**src/rtl/shiftrows_iter.sv**
```systemverilog
// shiftrows_iter
// Forward AES ShiftRows for the encryption datapath, wrapped in a small
// start/ack handshake so the round controller can hand it a state and pick
// up the result whenever it is ready.
//
// Byte b[j] lives at state[127-8j -: 8] (column-major), so row r / column c
// is b[4c+r]. ShiftRows rotates row r left by r columns.
//
// ITERATIVE = 1 : the state is latched, then rows are rotated one column per
//                 cycle over three SHIFT cycles (rows > step move each cycle).
// ITERATIVE = 0 : the full ShiftRows is applied on the accept edge itself.
//
// Ports
//   clk        in   1    system clock, rising edge
//   rst_n      in   1    synchronous reset, active-low
//   start      in   1    request, taken in IDLE or together with ack in DONE
//   state_in   in   128  input state, sampled on the accept edge
//   ack        in   1    consumer has taken state_out (DONE only)
//   busy       out  1    high in SHIFT and DONE
//   state_out  out  128  registered ShiftRows result, valid while done_sr=1
//   done_sr    out  1    result valid, held until ack

module shiftrows_iter #(
    parameter int ITERATIVE = 1
) (
    input  logic         clk,
    input  logic         rst_n,
    input  logic         start,
    input  logic [127:0] state_in,
    input  logic         ack,
    output logic         busy,
    output logic [127:0] state_out,
    output logic         done_sr
);

    typedef enum logic [1:0] {
        IDLE  = 2'd0,
        SHIFT = 2'd1,
        DONE  = 2'd2
    } srState_t;

    srState_t     r_state;
    srState_t     w_nextState;
    logic [127:0] r_work;
    logic [127:0] w_nextWork;
    logic [1:0]   r_step;
    logic [1:0]   w_nextStep;
    logic [127:0] r_stateOut;
    logic [127:0] w_nextStateOut;
    logic [127:0] w_rotated;
    logic [127:0] w_fullShift;

    // One rotation pass: every row strictly above minRow moves left by one
    // column; rows at or below minRow are copied unchanged.
    function automatic logic [127:0] rotateRows(input logic [127:0] s,
                                                input logic [1:0]   minRow);
        logic [127:0] res;
        res = s;
        for (int c = 0; c < 4; c++) begin
            for (int r = 0; r < 4; r++) begin
                if (r > int'(minRow)) begin
                    res[127-8*(4*c+r) -: 8] = s[127-8*(4*((c+1)%4)+r) -: 8];
                end
            end
        end
        return res;
    endfunction

    // Three passes with growing minRow give row r exactly r rotations,
    // which is the complete ShiftRows; the iterative path walks the same
    // sequence one pass per cycle.
    assign w_rotated   = rotateRows(r_work, r_step);
    assign w_fullShift = rotateRows(rotateRows(rotateRows(state_in, 2'd0), 2'd1), 2'd2);

    // Next-state logic. Accepting a request is shared between IDLE and the
    // back-to-back case in DONE, so both branches use identical updates.
    // The SHIFT state deliberately ignores start and ack.
    always_comb begin
        w_nextState    = r_state;
        w_nextWork     = r_work;
        w_nextStep     = r_step;
        w_nextStateOut = r_stateOut;
        unique case (r_state)
            IDLE: begin
                if (start) begin
                    if (ITERATIVE != 0) begin
                        w_nextWork  = state_in;
                        w_nextStep  = 2'd0;
                        w_nextState = SHIFT;
                    end else begin
                        w_nextStateOut = w_fullShift;
                        w_nextState    = DONE;
                    end
                end
            end
            SHIFT: begin
                w_nextWork = w_rotated;
                if (r_step == 2'd2) begin
                    w_nextStateOut = w_rotated;
                    w_nextStep     = 2'd0;
                    w_nextState    = DONE;
                end else begin
                    w_nextStep = r_step + 2'd1;
                end
            end
            DONE: begin
                if (ack) begin
                    if (start) begin
                        if (ITERATIVE != 0) begin
                            w_nextWork  = state_in;
                            w_nextStep  = 2'd0;
                            w_nextState = SHIFT;
                        end else begin
                            w_nextStateOut = w_fullShift;
                            w_nextState    = DONE;
                        end
                    end else begin
                        w_nextState = IDLE;
                    end
                end
            end
            default: begin
                w_nextState = IDLE;
            end
        endcase
    end

    // State and datapath registers. Reset wins over any in-flight
    // operation and clears the result so no partial value is exposed.
    always_ff @(posedge clk) begin
        if (!rst_n) begin
            r_state    <= IDLE;
            r_work     <= '0;
            r_step     <= 2'd0;
            r_stateOut <= '0;
        end else begin
            r_state    <= w_nextState;
            r_work     <= w_nextWork;
            r_step     <= w_nextStep;
            r_stateOut <= w_nextStateOut;
        end
    end

    assign busy      = (r_state != IDLE);
    assign done_sr   = (r_state == DONE);
    assign state_out = r_stateOut;

endmodule

```
**config.mk**
```make
export PLATFORM = sky130hd
export DESIGN_NAME = shiftrows_iter
export DESIGN_NICKNAME = d
export VERILOG_FILES = /design/src/rtl/shiftrows_iter.sv
export SDC_FILE = /design/constraint.sdc
export NUM_CORES = 1
export LEC_CHECK = 0
export ABC_CLOCK_PERIOD_IN_PS = 1970
export CAP_MARGIN = 20
export CORE_MARGIN = 3
export CORE_UTILIZATION = 50
export CTS_CLUSTER_SIZE = 25
export DETAILED_ROUTE_END_ITERATION = 16
export PLACE_DENSITY = 0.79
export SLEW_MARGIN = 20
export SYNTH_ARGS = -nofsm -noshare
export SYNTH_HDL_FRONTEND = slang
export SYNTH_SLANG_ARGS = --single-unit
```
**constraint.sdc**
```tcl
create_clock -name clk -period 1.97 [get_ports clk]
set_input_delay 0.197 -clock clk [delete_from_list [all_inputs] [get_ports clk]]
set_output_delay 0.197 -clock clk [all_outputs]
set_load 0.02 [all_outputs]
```
==> results of run 1 <==
==> layer usage <==
layer / track usage (%) / routed length (um) / vias up
met5: 0 / 0 / -
met4: 6.39 / 645 / 0
met3: 3.83 / 2270 / 38
met2: 37.5 / 13700 / 361
met1: 36.9 / 14300 / 4519
li1: - / - / 4532
==> where the power goes <==
group	internal (mW)	switching, mW
Combinational	0.770	0.773
Sequential	5.51	0.235
Clock	3.25	2.13
==> metrics by stage <==
step	setup TNS, ps	setup WS, ps	cell area, um2	util, %	power (mW)
2_1_floorplan	0	537	11000	-	6.74
3_3_place_gp	-8210	-261	13800	64.6	7.34
3_5_place_dp	-9270	-295	13800	64.6	7.38
4_1_cts	0	102	14800	69.1	12.7
5_1_grt	0	40.5	14800	69.1	13.1
6_report	0	112	14800	69.1	12.7
==> how the worst max path moves through the flow <==
stage	start	cells after the start	end
global route	r_state[0]	5	r_work[41]
global placement	start	6	r_work[43]
floorplan	r_step[1]	6	r_work[16]
CTS	r_state[1]	3	busy
finish	r_state[0]	5	r_work[15]
detailed placement	start	6	r_work[74]
==> cell usage after synthesis <==
| master | count |
|---|---|
| sky130_fd_sc_hd__nand2b_1 | 35 |
| sky130_fd_sc_hd__o211a_1 | 96 |
| sky130_fd_sc_hd__or2_2 | 1 |
| sky130_fd_sc_hd__nor2_4 | 2 |
| sky130_fd_sc_hd__a21oi_1 | 98 |
| sky130_fd_sc_hd__nor2_1 | 97 |
| sky130_fd_sc_hd__and2_1 | 2 |
| sky130_fd_sc_hd__nand3_1 | 32 |
| sky130_fd_sc_hd__buf_2 | 41 |
| sky130_fd_sc_hd__buf_4 | 32 |
| sky130_fd_sc_hd__nor3b_2 | 1 |
| sky130_fd_sc_hd__buf_6 | 3 |
| sky130_fd_sc_hd__a21boi_0 | 35 |
| sky130_fd_sc_hd__o21a_1 | 1 |
| sky130_fd_sc_hd__mux2i_1 | 97 |
| sky130_fd_sc_hd__o21ai_0 | 1 |
| sky130_fd_sc_hd__o2bb2ai_1 | 32 |
| sky130_fd_sc_hd__nor2b_1 | 6 |
| sky130_fd_sc_hd__inv_1 | 1 |
| sky130_fd_sc_hd__a21boi_1 | 29 |
| sky130_fd_sc_hd__nand2_1 | 163 |
| sky130_fd_sc_hd__a21oi_4 | 1 |
| sky130_fd_sc_hd__clkbuf_1 | 33 |
| sky130_fd_sc_hd__nand2b_4 | 1 |
| sky130_fd_sc_hd__a22o_1 | 64 |
| sky130_fd_sc_hd__dfxtp_1 | 260 |
==> cells by family (layout without fill, tap and decap cells) <==
family                 count (synthesis)  count (layout)  share of synthesized area, %
AND/OR/NAND/NOR                      340             341                          13.2
buffers and inverters                110             336                          5.49
flip-flops                           260             260                          47.1
multiplexers                          97              97                          8.79
AO/OA/AOI/OAI                        357             357                          25.4
==> worst max-delay path, cell delays in order, from the launching register on <==
cell and delay, ps:
sky130_fd_sc_hd__dfxtp_1 440, sky130_fd_sc_hd__nand2b_4 180, sky130_fd_sc_hd__a21oi_4 100, sky130_fd_sc_hd__nor2b_4 430
sky130_fd_sc_hd__buf_4 440, sky130_fd_sc_hd__o2bb2ai_1 160
==> cell type report <==
type | instances | area, um2
inverters | 1 | 3.75
flip-flops and latches | 260 | 5210
clock buffers | 36 | 762
repair buffers | 287 | 2980
clock inverters | 12 | 184
multi-input cells | 795 | 5270
fillers | 1686 | 6600
well taps | 275 | 344
==> flip-flops by register name (all words and copies together), names as in the netlist <==
name and cells:
r_work 128, r_step 2, r_state 2, state_out 128
==> run summary, run 1 <==
========================================================================================
Period Utilization, post-route                                                     94.3%
Worst min-delay path category                                               input pin to flip-flop
Most common cell after layout, fill and taps aside                          sky130_fd_sc_hd__dfxtp_1
Floorplan die area                                                            0.0239 mm2
Non-filler cells in the finished layout                                            1,666
Core Box Area                                                                 0.0214 mm2
Number of search-and-repair iterations in the first detailed-routing pass              5
Library cell used as clock root buffer                                      sky130_fd_sc_hd__clkbuf_16
Total inserted antenna cells                                                           0
Top fanout value on the critical path                                                 32
Signed area change from the synthesized netlist to the final layout                33.6%
Initial Utilization                                                                51.7%
Type of the worst setup path                                                flip-flop to flip-flop
Result of the run                                                           complete, no violations
Overall Global Routing Usage                                                       24.7%
Post-Route Hold Slack                                                             247 ps
Worst Hold Depth                                                                       3
Number of gates given a new drive strength after cts                                   2
Startpoint of the worst-slack reg-to-reg timing path                          r_state[0]
CTS Buf Count                                                                         28
Average vias per placed instance                                                    5.67
Total of max-cap violations                                                            0
Mapped Area                                                                   0.0110 mm2
Final weighted congestion in routability-driven placement                          0.850
Maximum number of pins on one net before global-route repair                         117
Crit path launch type                                                          flip-flop
Hold Vio Cnt, Final                                                                    0
Cts-stage hold buffer count                                                            0
Most frequent cells in the layout                                           sky130_fd_sc_hd__dfxtp_1, sky130_fd_sc_hd__clkdlybuf4s50_1, sky130_fd_sc_hd__nand2_1
Area leader, netlist                                                        sky130_fd_sc_hd__dfxtp_1
Final worst clock skew                                                           20.2 ps
Maximum count of clock buffers along a single path                                     3
Sequential fraction of the synthesis area                                          47.1%
Number of library cell types mapped by synthesis                                      26
Number of port buffers                                                               261
Post-Synthesis Cells                                                               1,164
Number of primary I/O pins                                                           262
Number of synthesized register bits                                                  260
Floorplan die width                                                               155 um
Arrival time at the worst endpoint                                               2300 ps
Cell row count                                                                        53
Net count after synthesis                                                          1,296
Capture point of the worst reg-to-reg path                                    r_work[15]
Post-synthesis area per instance                                                9.49 um2
Share of the synthesized area in the top cell type                                 47.1%
Lkg Pwr                                                                          6.78 nW
Data required time of the critical path                                          2410 ps
Clock tree from TritonCTS                                                           done
Final Max Tran Viols                                                                   0
Leading cell types by total area after synthesis                            sky130_fd_sc_hd__dfxtp_1, sky130_fd_sc_hd__mux2i_1, sky130_fd_sc_hd__o211a_1, sky130_fd_sc_hd__nand2_1, sky130_fd_sc_hd__a22o_1
Half-perimeter wire length of the detailed placement result                      20.7 mm
Register clock-pin slew on the reported worst setup and hold paths                 60 ps
Share of cells above drive strength 1                                              5.90%
Number of antenna-violating nets in the routed design                                  0
R2R cell count                                                                         5
Detailed-route wire length                                                       30.9 mm
Number of setup buffers added after CTS                                                0
Post-placement cell count                                                          1,617
Hold_sp                                                                     state_in[59]
Worst IR drop on VDD                                                            0.627 mV
Fin crit period                                                                  1860 ps
Vias in the first global route                                                     8,923
Chip height                                                                       155 um
Total congestion overflow after global routing                                         0
Average wire per cell in the routed design                                       18.5 um
# H-tree levels                                                                        1
Number of design rule violations left after detail routing                             0
Worst rel slew slack                                                               29.6%
Via Count                                                                          9,450
Terminating pin of the worst hold path                                        r_work[59]
Net count, final                                                                   1,505
Number of antenna violations at the first check in global routing                      0
Final count of negative-setup-slack endpoints                                          0
First-pass GRT wire length                                                       48.5 mm
Reg2reg setup slack                                                               110 ps
Power Density                                                                 859 mW/mm2
Worst Max-Slew Pin Slew                                                          1060 ps
RSZ-0062 raised after global routing                                                  no
Setup crit end kind                                                            flip-flop
Detailed Route Iter0 Violations                                                      693
Highest attainable clock frequency                                               538 MHz
Yosys synthesis warning count                                                          0
Num Clock Sinks                                                                      260
Clock latency at the later pin of the worst-skew pair                             530 ps
========================================================================================
No activity file was read; power rests on OpenSTA's default activity.
==> run 2, diff against run 1 <==
CAP_MARGIN = unset   (was 20)
CTS_CLUSTER_SIZE = unset   (was 25)
==> results of run 2 <==
Final layout, timing and power as in run 1 (identical DEF).
